File: src/rtl/clken_pkg.sv
// rtl/clken_pkg.sv - shared types and helpers for the clock-enable generator
package clken_pkg;

  typedef enum logic [1:0] {
    WAIT_LOCK = 2'd0,
    SETTLE    = 2'd1,
    RUN       = 2'd2
  } state_t;

  // Increment that yields f_out_hz from f_clk_hz, rounded to nearest.
  function automatic logic [31:0] calc_inc(input longint unsigned f_clk_hz,
                                           input longint unsigned f_out_hz,
                                           input int unsigned     acc_w);
    longint unsigned num;
    num = (f_out_hz << acc_w) + (f_clk_hz >> 1);
    return 32'(num / f_clk_hz);
  endfunction

endpackage

File: src/rtl/clken_gen_if.sv
// rtl/clken_gen_if.sv - control/status bundle between the core wrapper and clken_gen
interface clken_gen_if #(
  parameter int NUM_CH = 3,
  parameter int ACC_W  = 24,
  parameter int CNT_W  = 8
);
  logic                      pll_locked;
  logic [NUM_CH*ACC_W-1:0]   inc;
  logic [NUM_CH-1:0]         ch_en;
  logic                      sync;
  logic [NUM_CH-1:0]         clken;
  logic                      reset_out;
  logic                      ready;
  logic [CNT_W-1:0]          lock_loss_cnt;

  modport master (
    output pll_locked, inc, ch_en, sync,
    input  clken, reset_out, ready, lock_loss_cnt
  );

  modport slave (
    input  pll_locked, inc, ch_en, sync,
    output clken, reset_out, ready, lock_loss_cnt
  );
endinterface

File: src/rtl/clken_acc.sv
// rtl/clken_acc.sv - one phase-accumulator enable channel
module clken_acc #(
  parameter int ACC_W = 24
) (
  input  logic             clk,
  input  logic             reset,
  input  logic             clr,
  input  logic             en,
  input  logic [ACC_W-1:0] inc,
  output logic             clken
);

  logic [ACC_W-1:0] acc;
  logic [ACC_W:0]   sum;

  // Carry out of the ACC_W-bit add is the enable; the residue stays in acc.
  assign sum = {1'b0, acc} + {1'b0, inc};

  always_ff @(posedge clk or posedge reset) begin
    if (reset) begin
      acc   <= '0;
      clken <= 1'b0;
    end else if (clr) begin
      acc   <= '0;
      clken <= 1'b0;
    end else if (en) begin
      acc   <= sum[ACC_W-1:0];
      clken <= sum[ACC_W];
    end else begin
      clken <= 1'b0;
    end
  end

endmodule

File: src/rtl/clken_gen.sv
// rtl/clken_gen.sv - lock-supervised multi-channel fractional clock-enable generator
module clken_gen
  import clken_pkg::*;
#(
  parameter int NUM_CH        = 3,
  parameter int ACC_W         = 24,
  parameter int SETTLE_CYCLES = 1024,
  parameter int CNT_W         = 8
) (
  input  logic  clk,
  input  logic  reset,
  clken_gen_if.slave bus
);

  localparam int SET_W = (SETTLE_CYCLES > 1) ? $clog2(SETTLE_CYCLES) : 1;
  localparam logic [SET_W-1:0] SET_LAST = SET_W'(SETTLE_CYCLES - 1);

  state_t             state;
  logic               lk_meta;
  logic               lk;
  logic [SET_W-1:0]   settle_cnt;
  logic               reset_out_q;
  logic               ready_q;
  logic [CNT_W-1:0]   loss_cnt;
  logic               acc_clr;
  logic [NUM_CH-1:0]  clken_v;

  always_ff @(posedge clk or posedge reset) begin
    if (reset) begin
      lk_meta <= 1'b0;
      lk      <= 1'b0;
    end else begin
      lk_meta <= bus.pll_locked;
      lk      <= lk_meta;
    end
  end

  always_ff @(posedge clk or posedge reset) begin
    if (reset) begin
      state       <= WAIT_LOCK;
      settle_cnt  <= '0;
      reset_out_q <= 1'b1;
      ready_q     <= 1'b0;
      loss_cnt    <= '0;
    end else begin
      case (state)
        WAIT_LOCK: begin
          reset_out_q <= 1'b1;
          ready_q     <= 1'b0;
          if (lk) begin
            state      <= SETTLE;
            settle_cnt <= '0;
          end
        end
        SETTLE: begin
          if (!lk) begin
            state <= WAIT_LOCK;
          end else if (settle_cnt == SET_LAST) begin
            state       <= RUN;
            reset_out_q <= 1'b0;
            ready_q     <= 1'b1;
          end else begin
            settle_cnt <= settle_cnt + 1'b1;
          end
        end
        RUN: begin
          if (!lk) begin
            state       <= WAIT_LOCK;
            reset_out_q <= 1'b1;
            ready_q     <= 1'b0;
            if (loss_cnt != {CNT_W{1'b1}})
              loss_cnt <= loss_cnt + 1'b1;
          end
        end
        default: begin
          state       <= WAIT_LOCK;
          reset_out_q <= 1'b1;
          ready_q     <= 1'b0;
        end
      endcase
    end
  end

  // Lock loss takes priority over sync; both simply clear the channels.
  assign acc_clr = (state != RUN) | ~lk | bus.sync;

  for (genvar i = 0; i < NUM_CH; i++) begin : g_ch
    clken_acc #(.ACC_W(ACC_W)) u_acc (
      .clk   (clk),
      .reset (reset),
      .clr   (acc_clr),
      .en    (bus.ch_en[i]),
      .inc   (bus.inc[i*ACC_W +: ACC_W]),
      .clken (clken_v[i])
    );
  end

  assign bus.clken         = clken_v;
  assign bus.reset_out     = reset_out_q;
  assign bus.ready         = ready_q;
  assign bus.lock_loss_cnt = loss_cnt;

endmodule

File: src/flat_wrapper.sv
// flat-port wrapper written by rule: the top's interface ports become plain ports
module clken_gen_flat import clken_pkg::*;
#(
  parameter int NUM_CH        = 3,
  parameter int ACC_W         = 24,
  parameter int SETTLE_CYCLES = 1024,
  parameter int CNT_W         = 8
)
  (clk, reset, bus_pll_locked, bus_inc, bus_ch_en, bus_sync, bus_clken, bus_reset_out, bus_ready, bus_lock_loss_cnt);
  clken_gen_if #(.NUM_CH(NUM_CH), .ACC_W(ACC_W), .CNT_W(CNT_W)) bus_i ();
  input  logic clk;
  input  logic reset;
  input wire logic [$bits(bus_i.pll_locked)-1:0] bus_pll_locked;
  input wire logic [$bits(bus_i.inc)-1:0] bus_inc;
  input wire logic [$bits(bus_i.ch_en)-1:0] bus_ch_en;
  input wire logic [$bits(bus_i.sync)-1:0] bus_sync;
  output wire logic [$bits(bus_i.clken)-1:0] bus_clken;
  output wire logic [$bits(bus_i.reset_out)-1:0] bus_reset_out;
  output wire logic [$bits(bus_i.ready)-1:0] bus_ready;
  output wire logic [$bits(bus_i.lock_loss_cnt)-1:0] bus_lock_loss_cnt;
  assign bus_i.pll_locked = bus_pll_locked;
  assign bus_i.inc = bus_inc;
  assign bus_i.ch_en = bus_ch_en;
  assign bus_i.sync = bus_sync;
  assign bus_clken = bus_i.clken;
  assign bus_reset_out = bus_i.reset_out;
  assign bus_ready = bus_i.ready;
  assign bus_lock_loss_cnt = bus_i.lock_loss_cnt;
  clken_gen #(.NUM_CH(NUM_CH), .ACC_W(ACC_W), .SETTLE_CYCLES(SETTLE_CYCLES), .CNT_W(CNT_W)) u_core (.clk(clk), .reset(reset), .bus(bus_i));
endmodule
File: config.mk
export PLATFORM = sky130hd
export DESIGN_NAME = clken_gen_flat
export DESIGN_NICKNAME = d
export VERILOG_FILES = /design/src/rtl/clken_pkg.sv /design/src/rtl/clken_gen_if.sv /design/src/rtl/clken_acc.sv /design/src/rtl/clken_gen.sv /design/src/flat_wrapper.sv
export SDC_FILE = /design/constraint.sdc
export NUM_CORES = 1
export LEC_CHECK = 0
export CAP_MARGIN = 20
export CORE_UTILIZATION = 46
export DETAILED_ROUTE_END_ITERATION = 16
export PLACE_DENSITY = 0.67
export SKIP_LAST_GASP = 1
export SLEW_MARGIN = 20
export SYNTH_ARGS = -nofsm -noshare
export SYNTH_HDL_FRONTEND = slang
export SYNTH_HIERARCHICAL = 1
export SYNTH_SLANG_ARGS = --single-unit
File: constraint.sdc
create_clock -name clk -period 3 [get_ports clk]
set_input_delay 0.6 -clock clk [delete_from_list [all_inputs] [get_ports clk]]
set_output_delay 0.6 -clock clk [all_outputs]
set_load 0.05 [all_outputs]
==> results.md, run 1 <==
- The arrival time reported for the critical path endpoint is 3.08 ns.
- The total area of sequential cells is 2480 µm².
- The die covers 18300 µm².
- The number of antenna violations at the first check in global routing is 0.
- The number of nets handed over by synthesis was 1078.
- At the end of routability-driven placement, the weighted congestion stood at 0.940.
- The proportion of layout cells with a drive suffix above 1 is 12.7%.
- From synthesis to final layout, the design area changed by 23.3%.
- Registers are responsible for 42.6% of the overall power.
- The first-pass GRT wire length is 33600 µm.
- The number of warnings printed during yosys synthesis is 6.
- For this run, the share of the core covered by cells in the final layout is 58.1%.
- Including well taps, the total number of placed cells is 1275.
- The cell that appears most often on the critical path is sky130_fd_sc_hd__o21ai_1.
- The endpoint type of the worst setup path is a flop.
- The total chip power is 3.17 mW.
- The die boundary height is 135 µm.
- Of the total synthesized cell area, the portion taken by full adders, half adders and majority gates is 12.1%.
- Of the total power, the share spent switching nets is 25.2%.
- The critical path launch point is bus_inc[0].
- The clock insertion delay at the later pin of the skew report is 0.35 ns.
- Synthesis inferred 99 register bits.
- The basic-gate share of the synthesized area counting and, or, nand and nor cells is 20.0%.
- The clock skew after layout is 0.0133 ns.
- The number of cell rows is 48.
- The synthesized area divided by synthesized cell count is 8.84 µm².
- The total grt overflow is 0.
- The maximum resistive drop on vdd is 0.263 mV.
- The number of I/O pins is 92.
- The path category of the worst min-delay check is flop to flop.
- For the worst setup path, the data required time is 3.23 ns.
- The run finished with clean final reports.
- The final standard cell count with taps included and fillers excluded is 1291.
- The critical path ends at u_core/g_ch[0].u_acc/acc[14].
- The startpoint identified for the worst register-to-register timing path is u_core/g_ch[2].u_acc/acc[0].
- TritonCTS built the clock tree.
- Measured along the x axis, the die boundary spans 135 µm.
- The endpoint identified for the worst register-to-register timing path is u_core/g_ch[2].u_acc/acc[18].
- The vias per cell is 5.67.
- For this run, asynchronously set or reset flops after synthesis account for 100%.
- The maximum clock rate is 352 MHz.
- On the worst path, the slowest cell contributes a delay of 0.46 ns.
- The worst slack after detailed placement is -0.154 ns.
- The critical path in this run is classified as input pin to flop.
- On the critical path, the stage with the largest delay is an instance of sky130_fd_sc_hd__clkdlybuf4s50_1.
- The synthesized netlist devotes 26.2% of its cell area to compound gates.
- The worst reg2reg path depth is 8.
- The placed instance area is 9700 µm².
- The fraction of synthesized area in multiplexers is 3.33%.
- The worst setup margin is 0.160 ns.
- The most common flop cell mapped by yosys is sky130_fd_sc_hd__dfrtp_1.
- In this run the worst path has a maximum fanout of 3.
- The via count of the first global-routing pass was 7138.
- Entering global routing, the biggest net connects 27 pins.
- The worst register-to-register path has a setup slack of 0.52 ns.
- The fraction of the yosys area taken by sequential cells is 30.4%.
- The clock slew seen by the registers of the worst setup and hold paths is 0.08 ns.
- Setup violations remaining at the end of the flow were counted as 0.
- The number of hold violations in the final report was 0.
- The iteration-0 DRC count of the detailed router is 352.
- Counting flops with a built-in enable in the synthesized netlist gives 0.
- After routing the design area is 10000 µm².
- Setup repair after global routing left no endpoint under its margin.
- Buffers inserted during clock tree synthesis total 9.
- The final period demand of the worst path is 2.84 ns.
- The area of the core is 17300 µm².
- For this run, the detailed router's first-pass iteration total came to 5.
- The final routed wire length divided by cell count is 15.5 µm.
- The root buffer cell chosen for the clock tree is sky130_fd_sc_hd__clkbuf_16.
- The number of library cell types mapped by synthesis is 84.
- The global-route usage over all layers is 22.7%.
- Max-cap violations in this run came to 0.
- The clock network is responsible for 43.9% of the overall power.
- The initial utilization of the core area, before any placement, comes to 47.1%.
- By area, the combinational part of the netlist is dominated by compound AO/OA/AOI/OAI gates.
- For the pin with the worst max-slew slack, the measured transition is 0.610 ns.
- Detailed placement finished with a half-perimeter wire length of 15100 µm.
- The area of the multi-input gates is 5420 µm².
- In the routed design, unresolved DRC markers number 0.
- The leakage power of the design is 4.65 nW.
- The repair_antennas step left the layout with diodes totalling 0.
- The final sum of negative setup slack is 0 ns.
- In the layout the commonest cells are sky130_fd_sc_hd__nor2_1 (98), sky130_fd_sc_hd__dfrtp_1 (98), sky130_fd_sc_hd__clkdlybuf4s50_1 (91).
- The routed layout has 7318 vias.
- The worst setup path is launched from an input pin.
- The number of levels in the clock H-tree is 3.
- The internal power of the cells totals 2.37 mW.
- The combinational share of power is 13.5%.
- The count of cells resized by post-cts repair is 0.
- Counting every sink on the clock net gives 99.
- Once detail routing completed, the nets flagged for antenna violations numbered 0.
- The number of filler cells placed in the layout is 1638.
- The setup fix buffers added after clock tree synthesis is 0.
- The number of buffers added to fix hold violations after cts is 0.
- During placement, the flow inserted port buffers numbering 91.
- The number of nets at the end of the flow is 1217.
- The number of max-slew violations in the final report is 0.
- The synthesized-area fraction occupied by xor and xnor cells is 4.94%.
- The deepest clock path buffer count is 2.
- The share of the cycle needed by the critical path after routing is 94.7%.
- The routed wire length is 20000 µm.
- For this design the total switching power over the nets is 0.799 mW.
- The total standard cell area after synthesis is 8150 µm².
- The worst pin sits at a relative slew slack of 59.1%.
- The hold slack is 0.362 ns.
- In the synthesized netlist, the number of instances is 922.
- Traced cell by cell, the critical path runs through clkdlybuf4s50_1, ha_1, fa_1, a211oi_1, o21ai_1, and2_1, a21oi_1, o21ai_1, a311oi_1, o31ai_1.
- Power spread over the standard cell area amounts to 316 nW/µm².
==> critical path: cells and delay by family <==
kind | cells | cell delay [ns]
buf+inv | 1 | 0.46
compound gates | 6 | 1.16
fa+ha+maj | 2 | 0.65
simple gates | 1 | 0.19
==> flip-flops by register name, indices dropped and copies added (netlist names) <==
signal / count
u_core/bus.lock_loss_cnt: 8
u_core/bus.ready: 1
u_core/bus.reset_out: 1
u_core/g_ch.u_acc/acc: 72
u_core/g_ch.u_acc/clken: 3
u_core/lk: 1
u_core/lk_meta: 1
u_core/settle_cnt: 10
u_core/state: 2
==> cell usage after synthesis, types with 4 or more instances <==
master / instances / area (µm²)
sky130_fd_sc_hd__dfrtp_1: 98 / 2450
sky130_fd_sc_hd__nor2_1: 98 / 368
sky130_fd_sc_hd__nand2_1: 83 / 312
sky130_fd_sc_hd__ha_1: 74 / 926
sky130_fd_sc_hd__a21oi_1: 61 / 305
sky130_fd_sc_hd__o21ai_0: 47 / 235
sky130_fd_sc_hd__o21ai_1: 33 / 165
sky130_fd_sc_hd__xnor2_1: 29 / 254
sky130_fd_sc_hd__mux2i_1: 26 / 260
sky130_fd_sc_hd__a21o_1: 22 / 165
sky130_fd_sc_hd__nand3_1: 22 / 110
sky130_fd_sc_hd__clkbuf_1: 20 / 75.1
sky130_fd_sc_hd__a211oi_1: 19 / 143
sky130_fd_sc_hd__inv_1: 18 / 67.6
sky130_fd_sc_hd__xor2_1: 17 / 149
sky130_fd_sc_hd__o211ai_1: 15 / 113
sky130_fd_sc_hd__nor3_1: 14 / 70.1
sky130_fd_sc_hd__nand2b_1: 13 / 81.3
sky130_fd_sc_hd__a31oi_1: 12 / 75.1
sky130_fd_sc_hd__nand4_1: 12 / 75.1
sky130_fd_sc_hd__nor2b_1: 11 / 68.8
sky130_fd_sc_hd__nand3b_1: 9 / 67.6
sky130_fd_sc_hd__o21bai_1: 8 / 60.1
sky130_fd_sc_hd__a221o_1: 7 / 70.1
sky130_fd_sc_hd__and2_1: 7 / 43.8
sky130_fd_sc_hd__and3_1: 7 / 43.8
sky130_fd_sc_hd__buf_6: 7 / 78.8
sky130_fd_sc_hd__o31ai_1: 7 / 52.6
sky130_fd_sc_hd__o21a_1: 6 / 45.0
sky130_fd_sc_hd__or2_2: 6 / 37.5
sky130_fd_sc_hd__or3_1: 5 / 31.3
sky130_fd_sc_hd__a211o_1: 4 / 35.0
sky130_fd_sc_hd__a21oi_2: 4 / 35.0
sky130_fd_sc_hd__a311oi_1: 4 / 35.0
sky130_fd_sc_hd__and4_1: 4 / 35.0
sky130_fd_sc_hd__buf_2: 4 / 20.0
sky130_fd_sc_hd__o2111a_1: 4 / 45.0
sky130_fd_sc_hd__or4_1: 4 / 30.0
==> worst min-delay path by stage <==
stage	startpoint	to	depth (start not counted)
final	u_core/lk_meta	u_core/lk	0
after global routing	u_core/lk_meta	u_core/lk	0
after CTS	u_core/lk_meta	u_core/lk	0
after detailed placement	u_core/lk_meta	u_core/lk	0
after global placement	u_core/lk_meta	u_core/lk	0
after floorplan	u_core/lk_meta	u_core/lk	0
==> logic make-up (layout without fill, tap and decap cells) <==
logic type / after synthesis / in the layout
AND/OR/NAND/NOR: 321 / 321
adder cells (fa/ha/maj): 77 / 77
AO/OA/AOI/OAI: 301 / 301
flip-flops: 99 / 99
XOR/XNOR: 46 / 46
multiplexers: 27 / 27
buffers and inverters: 51 / 195
==> power groups by stage <==
stage | combinational [mW] | clock, mW | sequential [mW]
after floorplan | 0.246 | 0 | 1.37
after global placement | 0.428 | 0 | 1.38
after detailed placement | 0.429 | 0 | 1.38
after CTS | 0.432 | 1.43 | 1.35
after global routing | 0.473 | 1.50 | 1.35
final | 0.430 | 1.39 | 1.35
==> layout make-up <==
class	count	area share, %
Multi-Input combinational cell	772	54.0
Inverter	18	0.672
Sequential cell	99	24.7
Tap cell	225	2.80
Clock inverter	7	1.22
Clock buffer	9	2.24
Timing Repair Buffer	161	14.4
==> per-layer routing <==
layer / share of wire [%] / global-route usage (%) / wire (µm) / vias to the layer above
met1: 48 / 30.5 / 9640 / 3437
met3: 3.9 / 3.40 / 781 / 16
met4: 0.99 / 5.06 / 198 / 0
li1: - / - / - / 3727
met5: 0 / 0 / 0 / -
met2: 47 / 38.4 / 9340 / 138
Power figures use the tool's default switching activity.
==> run 2: changes to the inputs <==
CORE_MARGIN = 2   (was default)
==> run 2 against run 1 <==
Net effect:
- register-to-register slack worse by 0.02 ns
- clock skew shrank 0.0033 ns
- core utilization down 0.33 points
- largest cell class unchanged
- sequential share of layout area up 0.14 points
- via count shrank 0.49%
- die area rose by 3.0%
- clock power decreased by 14%
- critical endpoint is now u_core/g_ch[2].u_acc/acc[18]
- combinational power up 1%
- global-route usage fell by 0.97 points
- fmax increased by 2.1%
- final area down 0.57%
- first-iteration DRC count up 11%
==> results.md, run 2 (synthesis gave the netlist of run 1 again) <==
- By startpoint and endpoint, the worst setup path is classified as input pin to flop.
- Headroom to the max-slew limit came out at 58.4%.
- The later pin in the worst-skew pair is clocked with a latency of 0.36 ns.
- Across all layers, the routed design uses 7282 vias.
- The critical path goes through clkdlybuf4s50_1, ha_1, fa_1, a211oi_2, o21bai_2, a211oi_4, o21bai_2, a211o_1, a221o_1.
- Global routing used 21.7% of the available tracks across all layers.
- The pin count of the biggest net entering global routing is 26.
- The largest fanout on the critical path is 3.
- Counting both buffers and inverters, the worst setup path holds a total of 1.
- Dividing the detail-routed wire length by the instance count gives 15.2 µm.
- The area of the core is 17300 µm².
- After detailed routing, the number of remaining DRC violations is 0.
- Of the cells placed in the final design, the portion with a size suffix greater than 1 is 12.7%.
- The via count of the first global-routing pass is 7089.
- The worst setup margin is 0.219 ns.
- The relative area change from synthesis to final layout is 22.5%.
- The maximum resistive drop on vdd is 0.256 mV.
- The number of nets at the end of the flow is 1216.
- Global routing consumed, on the met3 layer, 3.07% of the routing resources.
- The number of antenna cells inserted is 0.
- The number of I/O port buffers is 91.
- The die span in x is 137 µm.
- The clock skew after layout is 0.00997 ns.
- Clock-pin slew was measured on the worst setup and hold paths at 0.08 ns.
- Timing would allow up to 360 MHz.
- The root buffer cell chosen for the clock tree is sky130_fd_sc_hd__clkbuf_16.
- The final core utilization is 57.8%.
- Setup repair after global routing left no endpoint under its margin.
- Leaving out fill and tap cells, the most frequent cells in the layout are sky130_fd_sc_hd__nor2_1 (98), sky130_fd_sc_hd__dfrtp_1 (98), sky130_fd_sc_hd__clkdlybuf4s50_1 (91).
- The H-tree was split into 3 levels.
- The leakage power of the design is 4.63 nW.
- The setup fix buffers added after clock tree synthesis is 0.
- Routability-driven placement finished with a final weighted congestion of 0.892.
- For this run, the detailed router's first-pass iteration total came to 5.
- The cell with the largest stage delay on the worst path is sky130_fd_sc_hd__clkdlybuf4s50_1.
- The number of hold violations in the final report is 0.
- The die boundary height is 137 µm.
- The tool flagged a number of max-cap violations equal to 0.
- Summing internal, switching and leakage power gives 2.97 mW.
- The busiest metal layer after global routing is met2.
- The run finished with clean final reports.
- After floorplanning, the core was divided into 48 placement rows.
- The die covers 18800 µm².
- The first routing iteration left 391 violations.
- In this design, the critical path's most frequently occurring cell is sky130_fd_sc_hd__o21bai_2.
- The path class of the tightest hold or removal check is flop to flop.
- The gate family responsible for the most delay along the worst path is compound AO/OA/AOI/OAI gates.
- The sort of element at the start of the critical path is an input pin.
- Counting the buffers created by CTS gives 9.
- For this design the ratio of total power to cell area is 297 nW/µm².
- CTS saw 99 sinks.
- The count of cells resized by post-cts repair is 0.
- The deepest clock path buffer count is 2.
- The slew at the pin closest to its max-slew limit is 0.620 ns.
- The starting density of the core is 47.1%.
- Data on the critical path arrives at its endpoint at 3.03 ns.
- The worst slack after detailed placement is -0.181 ns.
- After clock tree synthesis, the flow added hold-fix buffers numbering 0.
- The first global-routing pass estimated 33200 µm of wire.
- The number of flip-flops in the largest register is 72.
- In the global route stage, met2 resource usage came out at 37.1%.
- The data required time at the worst endpoint is 3.25 ns.
- The worst path uses 92.7% of the clock period.
- For this design the top-level I/O count stands at 92.
- After legalization and detailed placement, the total HPWL measured 15000 µm.
- For the final routed database, the setup TNS stands at 0 ns.
- Global routing finished with a remaining overflow of 0.
- The number of antenna violations at the first check in global routing came to 0.
- TritonCTS built the clock tree.
- The most flop-heavy register is u_core/g_ch.u_acc/acc.
- The final period demand of the worst path is 2.78 ns.
- The number of max-slew violations in the final report is 0.
- Wires add up to 19700 µm.
- The routing usage on met1 is 28.7%.
- The biggest cell delay along the critical path is 0.41 ns.
- Dividing the detail-routed via count by the number of cells gives 5.64.
- The endpoint type of the worst setup path is a flop.
- The number of routed nets with antenna violations is 0.
- The setup-violating endpoint count in the final report is 0.
-- run 2: changes by cell type in the layout (fill, tap and decap cells not counted) --
cell | previous run | this run
sky130_fd_sc_hd__bufinv_16 | 3 | 0
sky130_fd_sc_hd__inv_8 | 0 | 3
sky130_fd_sc_hd__a211oi_1 | 19 | 18
sky130_fd_sc_hd__a211oi_2 | 1 | 2
sky130_fd_sc_hd__buf_4 | 69 | 68
sky130_fd_sc_hd__clkinv_4 | 0 | 1
sky130_fd_sc_hd__clkinvlp_4 | 2 | 1
-- run 2: final cells by class --
| cell class | instances | area (µm²) |
|---|---|---|
| fill | 1596 | 7310 |
| multi-input combinational | 772 | 5430 |
| sequential | 99 | 2480 |
| timing repair buffer | 160 | 1440 |
| tap | 225 | 282 |
| clock buffer | 9 | 225 |
| clock inverter | 7 | 67.6 |
| inverter | 18 | 67.6 |
-- run 2: where the power goes --
group / leakage, nW / switching (mW) / internal [mW] / total (mW)
Combinational: 3.11 / 0.220 / 0.215 / 0.435
Sequential: 1.37 / 0.00865 / 1.34 / 1.35
Clock: 0.142 / 0.597 / 0.589 / 1.19
Total: 4.63 / 0.825 / 2.15 / 2.97
-- run 2: stage by stage --
step | instances | cell area, µm² | hold WS [ns]
final | 1290 | 9990 | 0.352
after global routing | 1290 | 9990 | 0.364
after floorplan | 922 | 8150 | 0.331
after CTS | 1290 | 9990 | 0.354
after detailed placement | 1274 | 9690 | 0.335
after global placement | 1274 | 9690 | 0.332
-- run 2: path summary, 6_finish.rpt --
check / end / slack, ns / startpoint / cells past startpoint
worst max-delay path: u_core/g_ch[2].u_acc/acc[18] / 0.22 / bus_inc[48] / 9
worst min-delay path: u_core/lk / 0.35 / u_core/lk_meta / 0
worst max register to register: u_core/g_ch[2].u_acc/acc[18] / 0.50 / u_core/g_ch[2].u_acc/acc[0] / 8
worst min register to register: u_core/lk / 0.35 / u_core/lk_meta / 0
max in group asynchronous: u_core/g_ch[0].u_acc/clken / 2.00 / reset / 3
min in group asynchronous: u_core/bus.lock_loss_cnt[1] / 0.71 / reset / 3
-- run 2: layer usage --
layer  up-vias  share of wire (%)
li1       3707                  -
met1      3404                 47
met2       150                 48
met3        21                4.0
met4         0                1.4
met5         -                  0
-- run 2: worst register-to-register path: stages, from the launching register on --
cell	delay, ns
sky130_fd_sc_hd__dfrtp_1	0.39
sky130_fd_sc_hd__ha_1	0.21
sky130_fd_sc_hd__fa_1	0.41
sky130_fd_sc_hd__a211oi_2	0.27
sky130_fd_sc_hd__o21bai_2	0.14
sky130_fd_sc_hd__a211oi_4	0.29
sky130_fd_sc_hd__o21bai_2	0.12
sky130_fd_sc_hd__a211o_1	0.26
sky130_fd_sc_hd__a221o_1	0.28
==> RTL edit 1 (config.mk and constraints of run 1) <==
`ACC_W` is set to 24 in 4 places; all go to 16.
--- a/src/rtl/clken_gen_if.sv
+++ b/src/rtl/clken_gen_if.sv
@@ -3,3 +3,3 @@
   parameter int NUM_CH = 3,
-  parameter int ACC_W  = 24,
+  parameter int ACC_W  = 16,
   parameter int CNT_W  = 8
--- a/src/rtl/clken_acc.sv
+++ b/src/rtl/clken_acc.sv
@@ -2,3 +2,3 @@
 module clken_acc #(
-  parameter int ACC_W = 24
+  parameter int ACC_W = 16
 ) (
--- a/src/rtl/clken_gen.sv
+++ b/src/rtl/clken_gen.sv
@@ -5,3 +5,3 @@
   parameter int NUM_CH        = 3,
-  parameter int ACC_W         = 24,
+  parameter int ACC_W         = 16,
   parameter int SETTLE_CYCLES = 1024,
--- a/src/flat_wrapper.sv
+++ b/src/flat_wrapper.sv
@@ -4,3 +4,3 @@
   parameter int NUM_CH        = 3,
-  parameter int ACC_W         = 24,
+  parameter int ACC_W         = 16,
   parameter int SETTLE_CYCLES = 1024,
Interface: changed (resized bus_inc); port bits go from 92 to 68. The function was not compared with the original's and may differ.
==> RTL edit 1 against run 1 <==
  * Utilization shrank 0.56 points
  * Sequential share of layout area grew 2.1 points
  * Final area decreased by 30%
  * Sequential cell count shrank 24
  * Total power shrank 19%
  * Global-route usage decreased by 0.24 points
  * Clock power down 10%
  * Area after synthesis shrank 28%
  * Combinational power fell by 35%
  * Worst setup slack better by 0.24 ns
  * Clock skew down 0.0073 ns
  * Wire length decreased by 31%
  * Highest routed layer unchanged
==> RTL edit 1: results (changes against run 1) <==
<table>
<tr><th>Metric</th><th>Value</th></tr>
<tr><th colspan="2">Status</th></tr>
<tr><td>Result of the run</td><td>finished, final reports clean (unchanged)</td></tr>
<tr><th colspan="2">Global routing</th></tr>
<tr><td>Maximum number of pins on one net before global-route repair</td><td>36 (was 27)</td></tr>
<tr><td>Overall Global Routing Usage</td><td>22.47% (was 22.71%)</td></tr>
<tr><td>Global routing usage on met2</td><td>36.89% (was 38.43%)</td></tr>
<tr><td>GR Layer Usage met1</td><td>30.08% (was 30.47%)</td></tr>
<tr><th colspan="2">Finish</th></tr>
<tr><td>Count of nets after finishing</td><td>820 (was 1,217)</td></tr>
<tr><td>Fraction of cell area in non-clock buffers</td><td>10.58% (was 14.42%)</td></tr>
<tr><td>Multi-input combinational area share</td><td>53.45% (was 53.98%)</td></tr>
<tr><td>Max reg flops</td><td>48 (was 72)</td></tr>
<tr><td>Clock Network Area Fraction</td><td>4.862% (was 3.462%)</td></tr>
<tr><td>Comb_multi_in</td><td>525 (was 772)</td></tr>
<tr><th colspan="2">Timing</th></tr>
<tr><td>Pin slew with the least headroom to its limit</td><td>0.7207 ns (was 0.6102 ns)</td></tr>
<tr><th colspan="2">Placed design</th></tr>
<tr><td>Worst Setup Slack post-DPL</td><td>0.04844 ns (was -0.1539 ns)</td></tr>
<tr><td>Number of buffers inserted by port buffering</td><td>67 (was 91)</td></tr>
<tr><td>Hpwl dp</td><td>10,310 um (was 15,140 um)</td></tr>
<tr><td>Cell area after placement</td><td>6684 um^2 (was 9701 um^2)</td></tr>
<tr><th colspan="2">Yosys</th></tr>
<tr><td>Post-synthesis share of cell area spent on full adders, half adders and majority gates</td><td>11.75% (was 12.09%)</td></tr>
<tr><td>Share of the synthesized netlist area taken by xor and xnor gates</td><td>3.751% (was 4.942%)</td></tr>
<tr><td>Post-synthesis compound-gate area fraction</td><td>24.67% (was 26.15%)</td></tr>
<tr><td>Mux cell area share after synthesis</td><td>3.280% (was 3.330%)</td></tr>
<tr><td>Flops &amp; latches, synth</td><td>75 (was 99)</td></tr>
<tr><td>Synthesized netlist net count</td><td>754 (was 1,078)</td></tr>
<tr><td>Sequential fraction of the synthesis area</td><td>32.18% (was 30.40%)</td></tr>
<tr><td>Distinct cell type count after synthesis</td><td>74 (was 84)</td></tr>
<tr><th colspan="2">Power</th></tr>
<tr><td>IR Drop Worst-Case VDD</td><td>237.4 uV (was 263.0 uV)</td></tr>
<tr><th colspan="2">Route</th></tr>
<tr><td>Routed met3 length</td><td>629 um (was 781 um)</td></tr>
<tr><th colspan="2">Die</th></tr>
<tr><td>Horizontal die dimension</td><td>114.6 um (was 135.1 um)</td></tr>
</table>
## RTL edit 1: changes by cell type in the layout (fill, tap and decap cells not counted), sizes merged, moves of 8 or more
cell	delta
a21o	-12
nor2	-44
nand2	-31
o21ai	-43
xnor2	-17
mux2i	-8
dfrtp	-24
ha	-24
clkdlybuf4s50	-24
buf	-62
a31oi	-9
a211oi	-12
## RTL edit 1: metrics by stage
stage               cells  power (mW)
floorplan             646       1.209
global placement      869       1.324
detailed placement    869       1.330
CTS                   885       2.605
global route          885       2.669
finish                885       2.559
## RTL edit 1: path summary, 6_finish.rpt
check	start	cells after the start	to	slack, ns
setup / recovery	bus_inc[16]	9	u_core/g_ch[1].u_acc/acc[8]$_DFFE_PP0P_	0.40
hold / removal	u_core/lk_meta$_DFF_PP0_	0	u_core/lk$_DFF_PP0_	0.35
setup reg to reg	u_core/state[0]$_DFFE_PP0P_	8	u_core/g_ch[0].u_acc/acc[15]$_DFFE_PP0P_	0.70
hold reg to reg	u_core/lk_meta$_DFF_PP0_	0	u_core/lk$_DFF_PP0_	0.35
max in group asynchronous	reset	2	u_core/g_ch[1].u_acc/acc[15]$_DFFE_PP0P_	1.70
min in group asynchronous	reset	3	u_core/bus.ready$_DFFE_PP0P_	0.76
## RTL edit 1: where the power goes
| group | switching (mW) | leakage, nW | internal, mW | total, mW |
|---|---|---|---|---|
| combinational | 0.150 | 1.89 | 0.132 | 0.281 |
| clock | 0.438 | 0.165 | 0.811 | 1.25 |
| sequential | 0.0104 | 1.04 | 1.02 | 1.03 |
| total | 0.598 | 3.09 | 1.96 | 2.56 |
## RTL edit 1: cell families after synthesis
logic type | Yosys count
compound gates | 200
xor+xnor | 25
fa+ha+maj | 53
buf+inv | 46
flops | 75
mux | 19
simple gates | 228
==> RTL edit 2 (settings of run 1) <==
Made on the original files. Re-encode `state_t` (3 states) as one-hot, 3 bits wide.
--- a/src/rtl/clken_pkg.sv
+++ b/src/rtl/clken_pkg.sv
@@ -3,6 +3,6 @@
 
-  typedef enum logic [1:0] {
-    WAIT_LOCK = 2'd0,
-    SETTLE    = 2'd1,
-    RUN       = 2'd2
+  typedef enum logic [2:0] {
+    WAIT_LOCK = 3'b001,
+    SETTLE    = 3'b010,
+    RUN       = 3'b100
   } state_t;
Function: same outputs for any inputs over 10 cycles, from zero or initial values and one cycle with reset high; not proved beyond that.
==> RTL edit 2 against run 1 <==
  * First-iteration DRC count up 17%
  * Count of clock-buffer cells in the layout stayed put
  * Synthesized cell count rose by 0.76%
  * Final area is 0.37% higher
  * Total power decreased by 7.8%
  * Sequential share of layout area grew 0.17 points
  * Wire length is 0.35% lower
  * Sequential cell count grew 1
  * Global-route usage decreased by 0.45 points
  * Worst setup slack improved by 0.082 ns
  * Cell count grew 0.77%
  * Area after synthesis is 1.2% higher
  * Critical endpoint is now u_core/g_ch[2].u_acc/acc[18]$_DFFE_PP0P_
  * Largest cell class unchanged
==> RTL edit 2: results (changes against run 1) <==
<table>
<tr><th>Metric</th><th>Value</th></tr>
<tr><th colspan="2">Timing</th></tr>
<tr><td>Worst clock skew</td><td>0.006312 ns (was 0.01326 ns)</td></tr>
<tr><td>Rel. slew slack</td><td>63.20% (was 59.08%)</td></tr>
<tr><th colspan="2">Finish</th></tr>
<tr><td>Bufs w/o clock</td><td>165 (was 161)</td></tr>
<tr><td>Fill cell count</td><td>1,591 (was 1,638)</td></tr>
<tr><td>Sequential share of cell area</td><td>24.84% (was 24.67%)</td></tr>
<tr><td>Fraction of cell area in non-clock buffers</td><td>14.54% (was 14.42%)</td></tr>
<tr><td>Clock Network Area Fraction</td><td>2.742% (was 3.462%)</td></tr>
<tr><td>Non-CTS inverters</td><td>20 (was 18)</td></tr>
<tr><td>Finished Cell Area</td><td>10,090 um^2 (was 10,050 um^2)</td></tr>
<tr><td>Count of nets after finishing</td><td>1,228 (was 1,217)</td></tr>
<tr><td>Layout sequential cell count</td><td>100 (was 99)</td></tr>
<tr><th colspan="2">Critical path</th></tr>
<tr><td>Arr. time, crit path</td><td>3.05 ns (was 3.08 ns)</td></tr>
<tr><th colspan="2">Route</th></tr>
<tr><td>DRT met1 WL</td><td>9502 um (was 9641 um)</td></tr>
<tr><td>Total routed wirelength</td><td>19,890 um (was 19,960 um)</td></tr>
<tr><td>Average wire per cell in the routed design</td><td>15.29 um (was 15.46 um)</td></tr>
<tr><td>Met2 layer wire length in the routed design</td><td>9396 um (was 9336 um)</td></tr>
<tr><td>Routed met3 length</td><td>765 um (was 781 um)</td></tr>
<tr><th colspan="2">Status</th></tr>
<tr><td>Result of the run</td><td>finished, final reports clean (unchanged)</td></tr>
<tr><th colspan="2">Yosys</th></tr>
<tr><td>Post-synthesis share of cell area spent on full adders, half adders and majority gates</td><td>11.95% (was 12.09%)</td></tr>
<tr><td>Sequential fraction of the synthesis area</td><td>30.36% (was 30.40%)</td></tr>
<tr><td>Post-Synthesis Mean Instance Area</td><td>8.881 um^2 (was 8.843 um^2)</td></tr>
<tr><th colspan="2">Power</th></tr>
<tr><td>Static leakage power</td><td>4.687 nW (was 4.651 nW)</td></tr>
<tr><th colspan="2">Placed design</th></tr>
<tr><td>Hpwl dp</td><td>15,420 um (was 15,140 um)</td></tr>
<tr><td>GPL Wtd Cong</td><td>0.8622 (was 0.9403)</td></tr>
<tr><td>Cell area after placement</td><td>9809 um^2 (was 9701 um^2)</td></tr>
<tr><th colspan="2">Global routing</th></tr>
<tr><td>Overall Global Routing Usage</td><td>22.26% (was 22.71%)</td></tr>
<tr><td>Maximum number of pins on one net before global-route repair</td><td>26 (was 27)</td></tr>
<tr><td>GR Layer Usage met1</td><td>30.10% (was 30.47%)</td></tr>
<tr><td>Global routing usage on met2</td><td>37.13% (was 38.43%)</td></tr>
</table>
## RTL edit 2: worst paths after layout
path / from / end / slack (ns) / cells after the start
worst max-delay path: bus_inc[48] / u_core/g_ch[2].u_acc/acc[18]$_DFFE_PP0P_ / 0.24 / 9
worst min-delay path: u_core/lk_meta$_DFF_PP0_ / u_core/lk$_DFF_PP0_ / 0.35 / 0
worst max register to register: u_core/g_ch[2].u_acc/acc[0]$_DFFE_PP0P_ / u_core/g_ch[2].u_acc/acc[18]$_DFFE_PP0P_ / 0.53 / 8
worst min register to register: u_core/lk_meta$_DFF_PP0_ / u_core/lk$_DFF_PP0_ / 0.35 / 0
max in group asynchronous: reset / u_core/bus.reset_out$_DFFE_PP1P_ / 2.02 / 3
min in group asynchronous: reset / u_core/settle_cnt[0]$_DFFE_PP0P_ / 0.68 / 3
## RTL edit 2: power by group
part | internal (mW) | total [mW] | switching [mW]
Clock | 0.567 | 1.12 | 0.551
Sequential | 1.36 | 1.37 | 0.0113
Combinational | 0.217 | 0.440 | 0.223
